==> src/rtl/serial_frame_tx_pkg.sv <==
// Shared types and constants for the serial frame transmitter.
// State encoding is fixed so the frame state can be decoded by downstream logic.
package serial_frame_tx_pkg;

  typedef enum logic [1:0] {
    IDLE   = 2'd0,
    SHIFT  = 2'd1,
    PARITY = 2'd2,
    DONE   = 2'd3
  } state_e;

  localparam int DEFAULT_N = 8;

endpackage

==> src/rtl/tx_bit_counter.sv <==
// Frame bit counter: clears on acceptance, advances once per data bit and
// saturates on the last bit so it never wraps inside a frame.
module tx_bit_counter #(
  parameter int N  = 8,
  parameter int CW = $clog2(N)
) (
  input  logic          clk,
  input  logic          reset,
  input  logic          clr,
  input  logic          inc,
  output logic [CW-1:0] cnt,
  output logic          last
);

  logic [CW-1:0] cnt_q, cnt_d;

  assign last = (cnt_q == CW'(N - 1));
  assign cnt  = cnt_q;

  always_comb begin
    cnt_d = cnt_q;
    if (clr) begin
      cnt_d = '0;
    end else if (inc && !last) begin
      cnt_d = cnt_q + 1'b1;
    end
  end

  always_ff @(posedge clk) begin
    if (reset) begin
      cnt_q <= '0;
    end else begin
      cnt_q <= cnt_d;
    end
  end

endmodule

==> src/rtl/serial_frame_tx.sv <==
// Parallel-to-serial frame transmitter feeding a shift register stage.
// Define SERIAL_FRAME_TX_PARITY_EN to append an even-parity bit to every frame.
module serial_frame_tx
  import serial_frame_tx_pkg::*;
#(
  parameter int N = DEFAULT_N
) (
  input  logic         clk,
  input  logic         reset,
  input  logic [N-1:0] data_in,
  input  logic         msb_first,
  input  logic         valid,
  output logic         ready,
  output logic         ser_out,
  output logic         shift_en,
  output logic         direction,
  output logic         busy,
  output logic         frame_done
);

  localparam int CW = $clog2(N);

  state_e        state_q, state_d;
  logic [N-1:0]  buf_q, buf_d;
  logic          dir_q, dir_d;
  logic [CW-1:0] cnt;
  logic          cnt_last;
  logic          cnt_clr;
  logic          cnt_inc;
  logic [N-1:0]  buf_rev;
  logic [N-1:0]  ordered;
  logic          data_bit;

  // Mirrored copy lets MSB-first frames use the same ascending counter index.
  for (genvar gi = 0; gi < N; gi++) begin : g_rev
    assign buf_rev[gi] = buf_q[N-1-gi];
  end

  assign ordered  = dir_q ? buf_rev : buf_q;
  assign data_bit = ordered[cnt];

`ifdef SERIAL_FRAME_TX_PARITY_EN
  logic parity_bit;
  assign parity_bit = ^buf_q;
`endif

  tx_bit_counter #(
    .N  (N),
    .CW (CW)
  ) u_cnt (
    .clk   (clk),
    .reset (reset),
    .clr   (cnt_clr),
    .inc   (cnt_inc),
    .cnt   (cnt),
    .last  (cnt_last)
  );

  // Gated by reset so the block never advertises acceptance during reset.
  assign ready     = (state_q == IDLE) && !reset;
  assign busy      = (state_q != IDLE);
  assign direction = dir_q;

  always_comb begin
    state_d    = state_q;
    buf_d      = buf_q;
    dir_d      = dir_q;
    cnt_clr    = 1'b0;
    cnt_inc    = 1'b0;
    ser_out    = 1'b0;
    shift_en   = 1'b0;
    frame_done = 1'b0;
    case (state_q)
      IDLE: begin
        if (valid) begin
          buf_d   = data_in;
          dir_d   = msb_first;
          cnt_clr = 1'b1;
          state_d = SHIFT;
        end
      end
      SHIFT: begin
        shift_en = 1'b1;
        ser_out  = data_bit;
        cnt_inc  = 1'b1;
        if (cnt_last) begin
`ifdef SERIAL_FRAME_TX_PARITY_EN
          state_d = PARITY;
`else
          state_d = DONE;
`endif
        end
      end
`ifdef SERIAL_FRAME_TX_PARITY_EN
      PARITY: begin
        shift_en = 1'b1;
        ser_out  = parity_bit;
        state_d  = DONE;
      end
`endif
      DONE: begin
        frame_done = 1'b1;
        state_d    = IDLE;
      end
      default: begin
        state_d = IDLE;
      end
    endcase
  end

  always_ff @(posedge clk) begin
    if (reset) begin
      state_q <= IDLE;
      buf_q   <= '0;
      dir_q   <= 1'b0;
    end else begin
      state_q <= state_d;
      buf_q   <= buf_d;
      dir_q   <= dir_d;
    end
  end

endmodule

==> config.mk <==
export PLATFORM = sky130hd
export DESIGN_NAME = serial_frame_tx
export DESIGN_NICKNAME = d
export VERILOG_FILES = /design/src/rtl/serial_frame_tx_pkg.sv /design/src/rtl/tx_bit_counter.sv /design/src/rtl/serial_frame_tx.sv
export SDC_FILE = /design/constraint.sdc
export NUM_CORES = 1
export LEC_CHECK = 0
export ABC_AREA = 0
export CAP_MARGIN = 20
export CORE_MARGIN = 2
export CORE_UTILIZATION = 41
export CTS_CLUSTER_DIAMETER = 120
export DETAILED_ROUTE_END_ITERATION = 16
export PLACE_DENSITY = 0.74
export SLEW_MARGIN = 5
export SYNTH_ARGS = -nofsm -noshare
export SYNTH_HDL_FRONTEND = slang
export SYNTH_SLANG_ARGS = --single-unit
==> constraint.sdc <==
create_clock -name clk -period 1.6 [get_ports clk]
set_input_delay 0.24 -clock clk [delete_from_list [all_inputs] [get_ports clk]]
set_output_delay 0.24 -clock clk [all_outputs]
set_load 0.02 [all_outputs]
Word-level counts from Yosys, hierarchy flattened:

Cells that the tools add are included.

* flip-flop bits (word level): 14
* output and inout port bits: 6
* word-level logic and storage cells: 31

* $add $sub $neg: 1
* $lt $le $gt $ge: 1
* equality and inequality tests: 5
* multiplexer cells: 11
* reduce and logical (&&, ||, !) cells: 9

Operator list (count)
* 8-bit 2-to-1 mux: 1
* 1-bit 2-to-1 mux: 6
* 3-bit by 4-bit less-than comparator with 1-bit output, second input constant: 1
* 2-bit 2-to-1 mux: 2
* 2-bit case mux with 2 select lines: 1
* 2-bit AND reduction: 2
* 3-bit by 1-bit adder with 3-bit output, second input constant: 1
* 1-bit binary-select mux with 3-bit select: 1
* 3-bit == test, second input constant: 1
* 2-bit by 1-bit == test with 1-bit output, second input constant: 1
* 2-bit == test, second input constant: 1
* 1-bit logical AND: 2
* 1-bit zero test: 2
* 2-bit zero test: 1
* 2-bit by 1-bit != test with 1-bit output, second input constant: 1
* 2-bit != test, second input constant: 1
* 2-bit nonzero test: 1
* 2-bit OR reduction: 1

Logic depth before layout (Yosys ltp):

Gate-level depths: netlist (run 1).

* word-level depth: 4
* depth in mapped cells: 5

Hierarchy:

Synthesis (run 1) repeated with hierarchy kept, for this count alone.

* cells, all modules: 77
* area, all modules: 690.7 sq um

Modules (own cells, without submodules)
* serial_frame_tx: times used 1, cells each 65, area an instance 548.0 sq um
* tx_bit_counter: times used 1, cells each 12, area an instance 142.6 sq um

Worst setup path after synthesis (run 1):

Ideal clock, no wire load.

* kind: register -> output
* start point: register dir_q, in the netlist direction
* end point: output ser_out
* data arrival time: 1.697 ns
* required time: 1.360 ns
* path slack: -0.337 ns
* cell stages (with the launch flop): 5
* path buffers: 0
* cells stage by stage: dfxtp_1 mux4_2 o211ai_2 o31ai_1 a221o_1

* longest elaborated chain between the ends: 4

RTL lines
* start: declaration: RTL line serial_frame_tx.sv:25 `logic dir_q, dir_d;`
* start signal: assignment: RTL line serial_frame_tx.sv:119 `dir_q <= dir_d;`
* 8-bit 2-to-1 mux: RTL line serial_frame_tx.sv:39 `assign ordered = dir_q ? buf_rev : buf_q;`
* 1-bit binary-select mux with 3-bit select: RTL line serial_frame_tx.sv:40 `assign data_bit = ordered[cnt];`
* 1-bit 2-to-1 mux (not written as such): RTL line serial_frame_tx.sv:40
* 1-bit 2-to-1 mux: RTL line serial_frame_tx.sv:73 `case (state_q)`
* end: declaration: RTL line serial_frame_tx.sv:14 `output logic ser_out,`

No other way between the ends. The select of a mux whose other input is x is not followed.

Worst setup path in the final report (run 1):

Same ends and word-level chain as after synthesis.

==> results.py, run 1 <==
metrics = {
    "run_status": {
        "run_status": "finished, violations left",
        "violations": "negative setup slack",
    },
    "min_path": {
        "whs_endpoint": "buf_q[4]",
        "min_from": "buf_q[4]",
        "hold_depth": 2,
        "hold_path.class": "register to register",
    },
    "place": {
        "port_buffers": 17,
        "routabilityCongestion": 0.798,
        "dp_hpwl_um": 1160,
        "dpl_cell_area_um2": 968,
        "dpl.cell_count": 119,
    },
    "route": {
        "drt_iter0_drc": 17,
        "via_per_inst": 5.13,
        "drc": 0,
        "vias": 631,
        "dr.pass1.iters": 4,
        "ant_nets": 0,
        "wl_per_cell_um": 12.5,
        "wl_um": 1540,
    },
    "floorplan": {
        "die_x_um": 44.6,
        "die_h_um": 44.6,
        "initial_core_util": 0.444,
        "core.rowCount": 14,
        "core_area_mm2": 0.00152,
        "die_area_mm2": 0.00199,
        "io_pins": 18,
    },
    "clock_network": {
        "cts_made_buffers": 3,
        "cts_root_buf": "clkbuf_4",
        "htree_levels": 1,
        "cts_tree": "done",
        "clockBufferDepth": 2,
        "clock-sinks": 14,
        "insertion_delay_ps": 280,
        "clk_pin_slew_ps": 80,
        "ctsHoldBuffers": 0,
        "post_cts_buffers": 0,
    },
    "global_route": {
        "antenna_found_initial": 0,
        "grtUsageTotal": 0.193,
        "grt_max_degree": 15,
        "grt.overflow.total": 0,
        "grt_pass1_wl_um": 2730,
        "grt_pass1_vias": 595,
    },
    "logic_synthesis": {
        "synth.cell_area_um2": 677,
        "ys_types": 19,
        "synthCells": 74,
        "yosys_warnings": 0,
        "post_synth.cell_area_avg_um2": 9.15,
        "ys_seq_elements": 14,
        "seq_area_frac_synth": 0.414,
        "synth_fp_nets": 88,
    },
    "timing": {
        "timing.final.hold_violations": 0,
        "setup_ws_ps": -504,
        "max_slew_margin": 0.805,
        "max_freq_mhz": 475,
        "min_period_over_period": 1.32,
        "worst_clock_skew_ps": 5.47,
        "rsz0062_at_grt": "true",
        "setup_viol": 1,
        "final_max_slew_viol_count": 0,
        "worst_pin_slew_ps": 292,
        "fin_crit_ps": 2100,
    },
    "critical_path": {
        "r2r_end": "u_cnt.cnt[1]",
        "worst_ep_required_time_ps": 1360,
        "worstSetupPathType": "register to output pin",
        "r2r-start": "u_cnt.cnt[1]",
        "ff2ff_path_depth": 6,
        "reg2reg_slack_ps": 120,
        "crit_arrival_ps": 1860,
        "cp-start-kind": "register",
        "worstSetupEndpointType": "output pin",
        "cp_max_fo": 4,
    },
    "power_and_ir_drop": {
        "combPwrFrac": 0.197,
        "vdd_drop_max_mv": 0.464,
        "seqPwrFrac": 0.480,
        "p_switching_mw": 0.197,
        "intPower_mw": 0.587,
        "p_per_area_mw_per_mm2": 798,
        "p_leak_nw": 0.436,
        "swShare": 0.252,
        "power.share.clock": 0.324,
    },
    "run": {
        "maxCapViolCount": 0,
    },
    "finish": {
        "n_antenna_cell": 0,
        "nNetsFinal": 122,
        "area_delta_synth_final_pct": 45.3,
        "drive_gt1_frac": 0.262,
        "layoutNonFillerInstCount": 123,
        "final_cell_mix": "nand2_1 (19), buf_4 (14), dfxtp_1 (13), clkdlybuf4s50_1 (11), a21oi_1 (9)",
        "fill_cells": 141,
        "layout_commonest_cell": "nand2_1",
        "final_cell_area_um2": 983,
    },
}
[through the flow]
stage | worst slack, ps | setup TNS [ps] | hold WS [ps] | util | total power, mW
after detailed placement | -587 | -618 | 467 | 0.635 | 0.544
after floorplan | -163 | -163 | 316 | - | 0.457
final | -504 | -504 | 476 | 0.645 | 0.785
after global placement | -551 | -583 | 456 | 0.635 | 0.540
after CTS | -526 | -526 | 478 | 0.651 | 0.798
after global routing | -565 | -565 | 493 | 0.645 | 0.835
[area by class of cell]
type,count,area [um^2],share of cell area
multi-input combinational,55,379,0.385
sequential,14,284,0.289
timing repair buffer,31,253,0.257
clock buffer,4,36.3,0.0369
tap,16,20.0,0.0204
inverter,3,11.3,0.0115
[kinds of logic (layout without fill, tap and decap cells)]
kind of cell               Yosys count  after routing  share of synthesized area
adders and majority gates            2              2                     0.0370
DFF                                 14             14                      0.414
AOI/OAI and AO/OA                   12             12                      0.111
and+or+nand+nor                     34             34                      0.218
xor gates and xnor gates             1              1                     0.0129
buffers and inverters                5             38                     0.0277
muxes                                6              6                      0.179
[routing by layer]
| metal | wire length (um) | track usage | vias up |
|---|---|---|---|
| met2 | 753 | 0.301 | 10 |
| met1 | 709 | 0.250 | 293 |
| li1 | - | - | 326 |
| met5 | 0 | 0 | - |
| met4 | 13 | 0.0667 | 0 |
| met3 | 59 | 0.0612 | 2 |
[flip-flops by register name, indices dropped and copies added (netlist names)]
signal	flops
direction	1
u_cnt.cnt	3
state_q	2
buf_q	8
[what timing repair did]
action                                  CTS  global route
pin swaps                                 1             0
endpoints found under the setup margin    6             6
gates resized for setup                  11             7
[cells in the mapped netlist]
library cell,number,share of area
nor3_1,5,0.037
and2_1,2,0.018
clkbuf_1,2,0.011
nor2b_1,1,0.0092
ha_1,2,0.037
xnor2_1,1,0.013
dfxtp_1,14,0.41
o31ai_1,1,0.011
nor3b_1,1,0.011
nand2_1,19,0.11
inv_1,3,0.017
mux4_1,3,0.12
o211ai_2,1,0.018
mux2i_1,2,0.030
a21oi_1,9,0.067
nor2_1,5,0.028
a221o_1,1,0.015
mux4_2,1,0.033
nand2b_1,1,0.0092
[worst max-delay path: stages (launching register included)]
cell	delay, ps
dfxtp_4	370
mux4_2	500
o211ai_2	170
o31ai_1	100
a221o_1	290
buf_2	160
[how the worst max path moves through the flow]
stage,start,endpoint,slack [ps],cells past startpoint
global route,direction,ser_out,-570,5
finish,direction,ser_out,-500,5
detailed placement,u_cnt.cnt[1],ser_out,-590,5
global placement,direction,ser_out,-550,5
floorplan,direction,ser_out,-160,4
CTS,direction,ser_out,-530,5
[power by group through the flow]
stage                     clock network, mW  logic (mW)  registers, mW
after floorplan                           0      0.0713          0.386
after global routing                  0.286       0.170          0.379
after detailed placement                  0       0.160          0.384
final                                 0.254       0.154          0.376
after CTS                             0.266       0.155          0.376
after global placement                    0       0.156          0.383
(Power assumes the default switching activity.)
==> run 2: changes to the inputs <==
CELL_PAD_IN_SITES_DETAIL_PLACEMENT = 1   (was unset)
CELL_PAD_IN_SITES_GLOBAL_PLACEMENT = 1   (was unset)
CORE_UTILIZATION = 30   (was 41)
CTS_CLUSTER_SIZE = 10   (was unset)
PLACE_DENSITY = 0.73   (was 0.74)
==> run 2 against run 1 <==
Compared with the run above:
- the flow still finishes with violations (negative setup slack)
- via count up 4.0%
- cell count up 11%
- combinational power up 8%
- sequential cell count unchanged
- sequential share of layout area down 1.4 points
- register-to-register slack better by 20 ps
- die area up 33%
- global-route usage down 2.7 points
- critical path depth unchanged
- worst hold slack better by 5.6 ps
- routed wire length up 20%
- first-iteration DRC count down 82%
- largest power group unchanged
==> results.py, run 2 (synthesis gave the netlist of run 1 again) <==
metrics = {
    "power_and_ir_drop": {
        "swShare": 0.264,
        "p_per_area_mw_per_mm2": 781,
        "intPower_mw": 0.594,
        "combPwrFrac": 0.206,
        "p_switching_mw": 0.212,
        "vdd_drop_max_mv": 0.414,
        "p_leak_nw": 0.450,
        "seqPwrFrac": 0.466,
        "p_total_mw": 0.806,
        "power.share.clock": 0.328,
    },
    "min_path": {
        "whs_endpoint": "buf_q[5]",
        "min_from": "buf_q[5]",
        "hold_depth": 2,
        "hold_path.class": "register to register",
    },
    "global_route": {
        "grt_pass1_vias": 707,
        "grt_max_degree": 15,
        "grt_pass1_wl_um": 3200,
        "grt.overflow.total": 0,
        "grtUsageTotal": 0.166,
        "antenna_found_initial": 0,
    },
    "timing": {
        "fin_crit_ps": 2130,
        "final_max_slew_viol_count": 0,
        "worst_pin_slew_ps": 319,
        "min_period_over_period": 1.33,
        "timing.final.hold_violations": 0,
        "setup_ws_ps": -526,
        "worst_clock_skew_ps": 0.432,
        "max_freq_mhz": 470,
        "max_slew_margin": 0.787,
        "fin_tns_setup_ps": -526,
        "rsz0062_at_grt": "true",
        "setup_viol": 1,
    },
    "finish": {
        "layout_commonest_cell": "nand2_1",
        "nNetsFinal": 124,
        "final_util": 0.476,
        "fill_cells": 274,
        "n_antenna_cell": 0,
        "area_delta_synth_final_pct": 52.5,
        "largest_reg_flops": 8,
        "final_cell_mix": "nand2_1 (19), buf_4 (16), dfxtp_1 (13), clkdlybuf4s50_1 (11), a21oi_1 (9)",
        "drive_gt1_frac": 0.284,
        "regMostFlops": "buf_q",
    },
    "critical_path": {
        "worst_ep_required_time_ps": 1360,
        "r2r_end": "u_cnt.cnt[1]",
        "reg2reg_slack_ps": 140,
        "r2r-start": "u_cnt.cnt[1]",
        "cp-start-kind": "register",
        "crit_arrival_ps": 1890,
        "worstSetupPathType": "register to output pin",
        "worstSetupEndpointType": "output pin",
        "ff2ff_path_depth": 6,
        "cp_max_fo": 3,
        "cp-startpoint": "direction",
    },
    "clock_network": {
        "cts_root_buf": "clkbuf_4",
        "cts_made_buffers": 3,
        "htree_levels": 1,
        "insertion_delay_ps": 290,
        "clock-sinks": 14,
        "cts_tree": "done",
        "clockBufferDepth": 2,
        "clk_pin_slew_ps": 90,
    },
    "route": {
        "drc": 0,
        "drt_iter0_drc": 3,
        "via_per_inst": 4.79,
        "wl_um": 1840,
        "ant_nets": 0,
        "wl_per_cell_um": 13.4,
        "vias": 656,
        "dr.pass1.iters": 4,
    },
    "floorplan": {
        "io_pins": 18,
        "core_area_mm2": 0.00217,
        "die_h_um": 51.5,
        "die_x_um": 51.5,
        "die_area_mm2": 0.00265,
        "initial_core_util": 0.312,
        "core.rowCount": 17,
    },
    "place": {
        "dp_hpwl_um": 1420,
        "routabilityCongestion": 0.724,
        "port_buffers": 17,
    },
    "run_status": {
        "run_status": "finished, violations left",
        "violations": "negative setup slack",
    },
    "run": {
        "maxCapViolCount": 0,
    },
}
## run 2: cell count changes in the layout (fill, tap and decap cells not counted), sizes merged
cell and delta:
clkbuf -2, clkdlybuf4s15 +1, buf +3
## run 2: worst max-delay path: stages (launching register included)
cell and delay (ps):
dfxtp_4 360, mux4_2 500, o211ai_2 190, o31ai_2 100, a221o_1 310, buf_6 140
## run 2: area by class of cell
cell class | instances | area [um^2] | area share
Timing Repair Buffer | 33 | 279 | 0.270
Tap cell | 28 | 35.0 | 0.0339
Multi-Input combinational cell | 55 | 387 | 0.375
Sequential cell | 14 | 284 | 0.275
Clock buffer | 4 | 36.3 | 0.0352
Inverter | 3 | 11.3 | 0.0109
## run 2: through the flow
stage	instance area, um^2	hold WS (ps)	cells	setup slack (ps)
after floorplan	681	316	74	-163
after global placement	991	453	132	-556
after detailed placement	991	475	132	-617
after CTS	1030	491	137	-542
after global routing	1030	495	137	-619
final	1030	481	137	-526
## run 2: repair_timing
item / CTS / global route
hold buffers: 0 / 0
setup endpoints to repair: 6 / 5
pin swaps: 1 / 1
cloned: 0 / 0
gates resized for setup: 14 / 8
buffers inserted: 1 / 0
## run 2: worst max-delay path by stage
stage          slack [ps]  depth (start not counted)      end
2_1_floorplan        -160                          4  ser_out
3_3_place_gp         -560                          5  ser_out
3_5_place_dp         -620                          5  ser_out
4_1_cts              -540                          5  ser_out
5_1_grt              -620                          5  ser_out
6_report             -530                          5  ser_out
## run 2: power by group through the flow
stage | Combinational, mW | Clock [mW] | Sequential (mW)
after floorplan | 0.0713 | 0 | 0.386
after global placement | 0.158 | 0 | 0.383
after detailed placement | 0.165 | 0 | 0.384
after CTS | 0.166 | 0.266 | 0.375
after global routing | 0.182 | 0.297 | 0.379
final | 0.166 | 0.264 | 0.376
## run 2: metal layers
metal  track usage  up-vias  part of all wire  wire (um)
li1              -      329                 -          -
met4        0.0526        0            0.0093         17
met5             0        -                 0          0
met2         0.306       12              0.56       1030
met1         0.185      312              0.40        736
met3        0.0431        3             0.031         57
